$ cat config.mk
export PLATFORM = sky130hd
export DESIGN_NAME = wc_tile_feeder
export DESIGN_NICKNAME = d
export VERILOG_FILES = /design/src/rtl/wc_pkg.sv /design/src/rtl/wc_tile_feeder.sv
export SDC_FILE = /design/constraint.sdc
export NUM_CORES = 1
export LEC_CHECK = 0
export CORE_MARGIN = 2
export CORE_UTILIZATION = 40
export CTS_BUF_LIST = sky130_fd_sc_hd__clkbuf_2
export DETAILED_ROUTE_END_ITERATION = 10
export DONT_BUFFER_PORTS = 1
export PLACE_DENSITY = 0.59
export SKIP_CTS_REPAIR_TIMING = 1
export SYNTH_ARGS = -nofsm -noshare
export SYNTH_HDL_FRONTEND = slang
export SYNTH_SLANG_ARGS = --single-unit
$ cat constraint.sdc
create_clock -name clk -period 2.1 [get_ports clk]
set_input_delay 0.315 -clock clk [delete_from_list [all_inputs] [get_ports clk]]
set_output_delay 0.315 -clock clk [all_outputs]
set_load 0.02 [all_outputs]
$ cat src/rtl/wc_pkg.sv
// Constants and state encoding shared by the wc core, its tile feeder and the bench.
package wc_pkg;

    localparam int unsigned W      = 10;
    localparam int unsigned N      = 6;
    localparam int unsigned STRIDE = 2;
    localparam int unsigned DW     = W * N;
    localparam int unsigned NEED_W = $clog2(N + 1);

    typedef enum logic [1:0] {
        FILL = 2'd0,
        PAD  = 2'd1,
        HOLD = 2'd2
    } state_t;

endpackage

$ cat src/rtl/wc_tile_feeder.sv
// Assembles overlapping N-sample windows (stride STRIDE) from a sample stream
// into the packed D word consumed by the wc core; trailing partial windows are zero-padded.
module wc_tile_feeder
    import wc_pkg::*;
(
    input  logic                clk,
    input  logic                rst,
    input  logic signed [W-1:0] in_data,
    input  logic                in_valid,
    input  logic                in_last,
    output logic                in_ready,
    output logic [DW-1:0]       D,
    output logic                out_valid,
    output logic                out_last,
    input  logic                out_ready
);

    state_t              state;
    state_t              state_n;
    logic [NEED_W-1:0]   need;
    logic [NEED_W-1:0]   need_n;
    logic [DW-1:0]       win_n;
    logic                last_n;

    // D is the window register itself; handshake flags are decoded from the next state
    always_ff @(posedge clk) begin
        if (rst) begin
            state     <= FILL;
            need      <= NEED_W'(N);
            D         <= '0;
            out_last  <= 1'b0;
            out_valid <= 1'b0;
            in_ready  <= 1'b0;
        end else begin
            state     <= state_n;
            need      <= need_n;
            D         <= win_n;
            out_last  <= last_n;
            out_valid <= (state_n == HOLD);
            in_ready  <= (state_n == FILL);
        end
    end

    always_comb begin
        state_n = state;
        need_n  = need;
        win_n   = D;
        last_n  = out_last;
        case (state)
            FILL: begin
                if (in_valid && in_ready) begin
                    win_n  = {D[DW-W-1:0], in_data};
                    need_n = need - NEED_W'(1);
                    if (need == NEED_W'(1)) begin
                        state_n = HOLD;
                        last_n  = in_last;
                    end else if (in_last) begin
                        state_n = PAD;
                    end
                end
            end
            PAD: begin
                win_n  = {D[DW-W-1:0], W'(0)};
                need_n = need - NEED_W'(1);
                if (need == NEED_W'(1)) begin
                    state_n = HOLD;
                    last_n  = 1'b1;
                end
            end
            HOLD: begin
                if (out_ready) begin
                    // a frame's final window leaves no history for the next frame
                    if (out_last) begin
                        win_n  = '0;
                        need_n = NEED_W'(N);
                    end else begin
                        need_n = NEED_W'(STRIDE);
                    end
                    last_n  = 1'b0;
                    state_n = FILL;
                end
            end
            default: state_n = FILL;
        endcase
    end

endmodule

==> results of run 1 <==
==> cell usage after synthesis (2+ instances only) <==
master and n:
a21oi_1 64, nand3b_1 10, clkbuf_1 17, mux2i_1 2, buf_2 5, a311oi_1 2
and2_1 2, nand2b_1 3, ha_1 6, nand2_1 61, buf_6 7, a2bb2oi_1 2
dfxtp_1 68, nand3_1 51, nor2_1 3, inv_1 7, nor3_1 2
==> worst reg2reg max path, stage by stage (launching register included) <==
cell       delay [ps]
dfxtp_2           400
inv_1              70
ha_1              250
and2b_2           260
a2111oi_4         320
buf_4             210
buf_12            190
nand3_1           110
a21oi_1           180
==> per-stage QoR <==
stage | setup slack, ps | TNS [ps] | instance area [um^2] | total power, mW | instances
after floorplan | 276 | 0 | 2770 | 1.63 | 329
after CTS | 111 | 0 | 2910 | 2.53 | 399
final | 65.6 | 0 | 3100 | 2.57 | 415
after global placement | 210 | 0 | 2770 | 1.65 | 383
after global routing | -5.80 | -7.19 | 3100 | 2.70 | 415
after detailed placement | 159 | 0 | 2770 | 1.66 | 383
==> worst paths after layout <==
path	slack [ps]	cells past startpoint	to	startpoint
hold reg to reg	570	2	D[52]$_SDFFE_PP0P_	D[52]$_SDFFE_PP0P_
setup reg to reg	70	8	D[26]$_SDFFE_PP0P_	state[0]$_SDFF_PP0_
setup / recovery	70	8	D[26]$_SDFFE_PP0P_	state[0]$_SDFF_PP0_
hold / removal	70	2	out_last$_SDFFE_PP0P_	in_last
==> per-layer routing <==
metal  vias up  global-route usage  wire length (um)  share of wire
li1       1143                   -                 -              -
met1      1052               0.224              3160           0.44
met2        83               0.259              3260           0.46
met3         5              0.0682               670          0.094
met4         0              0.0755                41         0.0057
met5         -                   0                 0              0
==> power breakdown <==
group / leakage [nW] / switching (mW) / internal (mW)
sequential: 0.550 / 0.0600 / 1.33
combinational: 0.418 / 0.192 / 0.120
clock: 0.0797 / 0.486 / 0.390
total: 1.05 / 0.738 / 1.84
==> sequential cells by signal (all words and copies together), names as in the netlist <==
name and count:
in_ready 1, state 2, out_valid 1, out_last 1, D 60, need 3
==> layout make-up <==
type                    count  area, um^2
well taps                  80         100
fillers                   673        3650
flip-flops and latches     68        1360
clock buffers               9        45.0
clock inverters             7        90.1
multi-input cells         224        1220
repair buffers             20         254
inverters                   7        26.3
==> cells by family (layout without fill, tap and decap cells) <==
| family | Yosys count | in the layout | synth area share |
|---|---|---|---|
| simple gates | 137 | 137 | 0.236 |
| fa+ha+maj | 6 | 6 | 0.0271 |
| compound gates | 79 | 79 | 0.168 |
| mux | 2 | 2 | 0.00722 |
| buf+inv | 37 | 43 | 0.0713 |
| flops | 68 | 68 | 0.491 |
==> cells in the final DEF (no fill, tap or decap), drive strengths merged, types with 3 or more instances in the layout <==
master | Yosys | layout
a21oi | 64 | 64
buf | 13 | 9
clkbuf | 17 | 10
clkinv | 0 | 3
dfxtp | 68 | 68
dlygate4sd3 | 0 | 10
ha | 6 | 6
inv | 7 | 8
nand2 | 62 | 62
nand2b | 3 | 3
nand3 | 51 | 51
nand3b | 10 | 10
nor2 | 3 | 3
==> metrics.md, run 1 <==
| Metric | Value |
|---|---|
| CTS tree | `done` |
| Via count | `2,283` |
| Post-synthesis sequential element count | `68` |
| Number of antenna violations at the first check in global routing | `0` |
| Total leakage power | `1.05 nW` |
| Core area | `6760 um^2` |
| Maximum number of pins on one net before global-route repair | `70` |
| Cts bufs inserted | `9` |
| Full die area | `7620 um^2` |
| I/O pin count | `a little under 80` |
| Gate family responsible for the most delay along the worst path | `compound AO/OA/AOI/OAI gates` |
| GPL Wtd Cong | `0.783` |
| Net Count, Synth | `350` |
| Library cell with the largest summed area after synthesis | `dfxtp_1` |
| Remaining max-slew budget at the tightest pin | `0.753` |
| Final cell utilization of the core | `0.459` |
| Result of the run | `completed` |
| Number of nets in the final layout | `351` |
| Fin Clk Skew | `roughly 22 ps` |
| Count of unresolved DRC violations after routing | `0` |
| Yosys warning total | `0` |
| Biggest cell delay along the critical path | `roughly 400 ps` |
| Initial detailed-routing violation count | `between 150 and 200` |
| Global Route Usage Sum | `0.174` |
| Detailed Routing Iterations Pass 1 | `4` |
| Type of origin of the critical path | `register` |
| First-pass GRT wire length | `10.3 mm` |
| Grt total ovfl | `0` |
| Crit path kind | `register to register` |
| Vias per cell | `roughly 5.5` |
| Clk root buf | `clkbuf_2` |
| Class of the worst hold path | `primary input to register` |
| Vias in the first global route | `approximately 2,000` |
| Clock slew at reported path FFs | `210 ps` |
| Cells along the critical path | `inv_1 -> ha_1 -> and2b_2 -> a2111oi_4 -> buf_4 -> buf_12 -> nand3_1 -> a21oi_1` |
| Clock network latency to the later pin of the worst-skew pair | `about 500 ps` |
| Horizontal die dimension | `just under 90 um` |
| Number of rows created at floorplan | `30` |
| HPWL after detailed placement | `about 4.2 mm` |
| Final slew viol count | `0` |
| Slew at the pin closest to its max-slew limit | `368 ps` |
| Sequential element share of the synthesized area | `0.491` |
| WL per Instance | `around 17 um` |
| Final Cycle Share | `0.969` |
| Initial core utilization | `0.411` |
| Worst VDD drop | `around 0.37 mV` |
| Final hold violation count | `0` |
| Worst hold slack across all endpoints | `70.7 ps` |
| Area growth from synthesis to layout | `11.8%` |
| Worst Path Arrival | `2490 ps` |
| Maximum level of the CTS H-tree | `3` |
| Average cell area after synthesis | `~8.4 um^2` |
| Remaining antenna violation count | `0` |
| Required time at the endpoint of the critical path | `about 2600 ps` |
| Capturing element type of the critical path | `register` |
| Cell types occupying the most area after synthesis | `dfxtp_1 (49%), a21oi_1 (12%), nand3_1 (9.2%)` |
| Number of flops mapped to enable cells by yosys | `0` |
| Clock sink count | `68` |
| Final setup viols | `0` |
| Max Cap Viol | `0` |
| Total routed wirelength | `7.13 mm` |
| Clock period minus final worst setup slack | `2030 ps` |
| Max Root-Sink Buffers | `2` |
| Worst Path Max Fanout | `30` |
| Floorplan die height | `87.3 um` |
| Primary FF master, synth | `dfxtp_1` |
| Buffers on Ports | `0` |
| Power per Cell Area | `830 nW/um^2` |
| Share of final-layout standard cells stronger than drive strength 1 | `0.0985` |
| Antenna Diode Count | `0` |
| Buf/Inv on CP | `3` |
| Slowest cell on the critical path | `dfxtp_2` |
| Highest attainable clock frequency | `roughly 490 MHz` |
| Synthesized cell area | `2770 um^2` |
| Number of cells produced by synthesis | `329` |
| Share of the synthesized area in the top cell type | `0.491` |
| Count of different cell masters after synthesis | `34` |
| Fraction of registers with async set or reset after synthesis | `0` |
Power figures use the tool's default switching activity.
==> inputs of run 2 (changes only) <==
GPL_TIMING_DRIVEN = 0   (was default)
==> run 2 against run 1 <==
Hold slack better by 1.1 ps. Clock power grew 14%. Largest power group unchanged. Highest routed layer unchanged. Flip-flop and latch count did not move. Wire length decreased by 2.4%. Design area increased by 1.6%. Total power is 4.7% higher. Die area unchanged.
==> metrics.md, run 2 (synthesized netlist as in run 1, its figures left out) <==
| Metric | Value |
|---|---|
| Result of the run | `completed` |
| Number of antenna violations at the first check in global routing | `0` |
| Biggest cell delay along the critical path | `390 ps` |
| Required time at the endpoint of the critical path | `2480 ps` |
| Crit path kind | `register to register` |
| Number of rows created at floorplan | `30` |
| Via count | `2,351` |
| Maximum number of pins on one net before global-route repair | `13` |
| Clock slew at reported path FFs | `180 ps` |
| Full die area | `between 7000 and 8000 um^2` |
| Cells along the critical path | `inv_1 -> ha_1 -> and2b_2 -> a2111o_1 -> clkbuf_1 -> clkbuf_2 -> nand2_1 -> a21oi_1` |
| Final slew viol count | `0` |
| Cts bufs inserted | `9` |
| Remaining antenna violation count | `0` |
| Type of origin of the critical path | `register` |
| Top flop regs | `D (60), need (3), state (2)` |
| Total routed wirelength | `6.96 mm` |
| Detailed Routing Iterations Pass 1 | `4` |
| HPWL after detailed placement | `4.98 mm` |
| Pre-CTS WS | `-58.1 ps` |
| Max Root-Sink Buffers | `2` |
| CTS tree | `done` |
| Worst Slack Setup Final | `147 ps` |
| Capturing point of the worst reg2reg path | `D[39]$_SDFFE_PP0P_` |
| Worst Path Max Fanout | `10` |
| Capturing element type of the critical path | `register` |
| Cell depth of the worst flop-to-flop path | `8` |
| Final setup viols | `0` |
| I/O pin count | `78` |
| Flip-flop count of the largest register, all copies and words added | `60` |
| Combined area of the multi-input logic cells | `between 1000 and 1500 um^2` |
| Horizontal die dimension | `87.3 um` |
| Area growth from synthesis to layout | `13.6%` |
| WL per Instance | `16.0 um` |
| Filler Cell Count | `just under 700` |
| Clock sink count | `68` |
| Clk root buf | `clkbuf_2` |
| Final Cycle Share | `0.930` |
| Antenna Diode Count | `0` |
| Share of final-layout standard cells stronger than drive strength 1 | `0.113` |
| Highest attainable clock frequency | `roughly 500 MHz` |
| Core area | `between 6000 and 7000 um^2` |
| Worst Path Arrival | `2330 ps` |
| Grt total ovfl | `0` |
| Setup slack of the most critical reg-to-reg path | `~150 ps` |
| Number of nets in the final layout | `approximately 370` |
| Power per Cell Area | `855 nW/um^2` |
| GPL Wtd Cong | `roughly 0.81` |
| Remaining max-slew budget at the tightest pin | `0.671` |
| Worst VDD drop | `around 0.44 mV` |
| Summed negative setup slack over all endpoints | `0 ps` |
| Worst Hold Path EP | `out_last$_SDFFE_PP0P_` |
| Initial core utilization | `0.411` |
| Reg2reg start | `state[0]$_SDFF_PP0_` |
| Slew at the pin closest to its max-slew limit | `approximately 500 ps` |
| FF/Latch Area | `1360 um^2` |
| Maximum level of the CTS H-tree | `3` |
| Initial detailed-routing violation count | `88` |
| Clock network latency to the later pin of the worst-skew pair | `510 ps` |
| Class of the worst hold path | `primary input to register` |
| Fin Clk Skew | `between 20 and 30 ps` |
| Global Route Usage Sum | `0.187` |
| Leading cell types in the layout, fill and taps excluded | `dfxtp_1 (67), a21oi_1 (64), nand2_1 (61)` |
| Vias per cell | `between 5 and 6` |
| Max Cap Viol | `0` |
| Vias in the first global route | `2,187` |
| Clock period minus final worst setup slack | `1950 ps` |
| Launch instance of the worst min-delay path | `in_last` |
| Total leakage power | `1.08 nW` |
| Most flops, register | `D` |
| Slowest cell on the critical path | `dfxtp_2` |
| Buffers on Ports | `0` |
| Count of unresolved DRC violations after routing | `0` |
| Number of instances on the worst hold path | `2` |
| Most common cell after layout, fill and taps aside | `dfxtp_1` |
| First-pass GRT wire length | `~11 mm` |
| Final hold violation count | `0` |
| Floorplan die height | `87.3 um` |
| RSZ-0062 raised after global routing | `no` |
run 2: cell types whose count changed in the layout (fill, tap and decap cells not counted), moves of 3 or more:
cell / previous run / this run
clkbuf_2: 9 / 14
buf_2: 0 / 6
buf_6: 1 / 7
clkbuf_1: 0 / 10
buf_4: 4 / 1
buf_12: 3 / 0
run 2: per-stage QoR:
step / instances / hold WS, ps / area (um^2) / util / total power, mW
global route: 435 / 59.4 / 3150 / 0.466 / 2.82
CTS: 425 / -72.2 / 3040 / 0.449 / 2.70
finish: 435 / 71.9 / 3150 / 0.466 / 2.69
detailed placement: 409 / 486 / 2870 / 0.425 / 1.70
floorplan: 329 / 479 / 2770 / - / 1.63
global placement: 409 / 484 / 2870 / 0.425 / 1.69
run 2: where the power goes:
group,switching (mW),internal (mW),leakage [nW]
sequential,0.0639,1.33,0.550
clock,0.481,0.520,0.0925
combinational,0.183,0.120,0.435
total,0.728,1.97,1.08
run 2: layout make-up:
cell class	instances	share of cell area
flip-flops and latches	68	0.432
multi-input cells	224	0.386
plain buffers	29	0.0564
clock inverters	6	0.0353
repair buffers	11	0.0341
well taps	80	0.0318
clock buffers	10	0.0159
inverters	7	0.00834
run 2: worst max path at each step:
| stage | cells past startpoint | start | endpoint | slack, ps |
|---|---|---|---|---|
| CTS | 7 | state[0]$_SDFF_PP0_ | D[13]$_SDFFE_PP0P_ | -130 |
| finish | 8 | state[0]$_SDFF_PP0_ | D[39]$_SDFFE_PP0P_ | 150 |
| detailed placement | 7 | state[0]$_SDFF_PP0_ | D[40]$_SDFFE_PP0P_ | -60 |
| global placement | 7 | state[0]$_SDFF_PP0_ | D[40]$_SDFFE_PP0P_ | -70 |
| global route | 7 | state[1]$_SDFF_PP0_ | D[1]$_SDFFE_PP0P_ | 10 |
| floorplan | 7 | state[0]$_SDFF_PP0_ | D[10]$_SDFFE_PP0P_ | 280 |
run 2: worst max-delay path, delay by kind of cell (launching register included):
kind	cells	cell delay, ps
AOI/OAI and AO/OA	2	350
adders and majority gates	1	260
buffers and inverters	3	480
DFF	1	390
and+or+nand+nor	2	370
run 2: metal layers:
| layer | global-route usage | up-vias | share of wire |
|---|---|---|---|
| met1 | 0.226 | 1077 | 0.42 |
| met4 | 0.0615 | 0 | 0.010 |
| met5 | 0 | - | 0 |
| met3 | 0.0872 | 7 | 0.10 |
| li1 | - | 1181 | - |
| met2 | 0.294 | 86 | 0.47 |
==> inputs of run 3 (changes only) <==
SLEW_MARGIN = 20   (was default)
==> results of run 3 <==
Same layout as run 2: the final DEF is identical, and so are final timing and power.
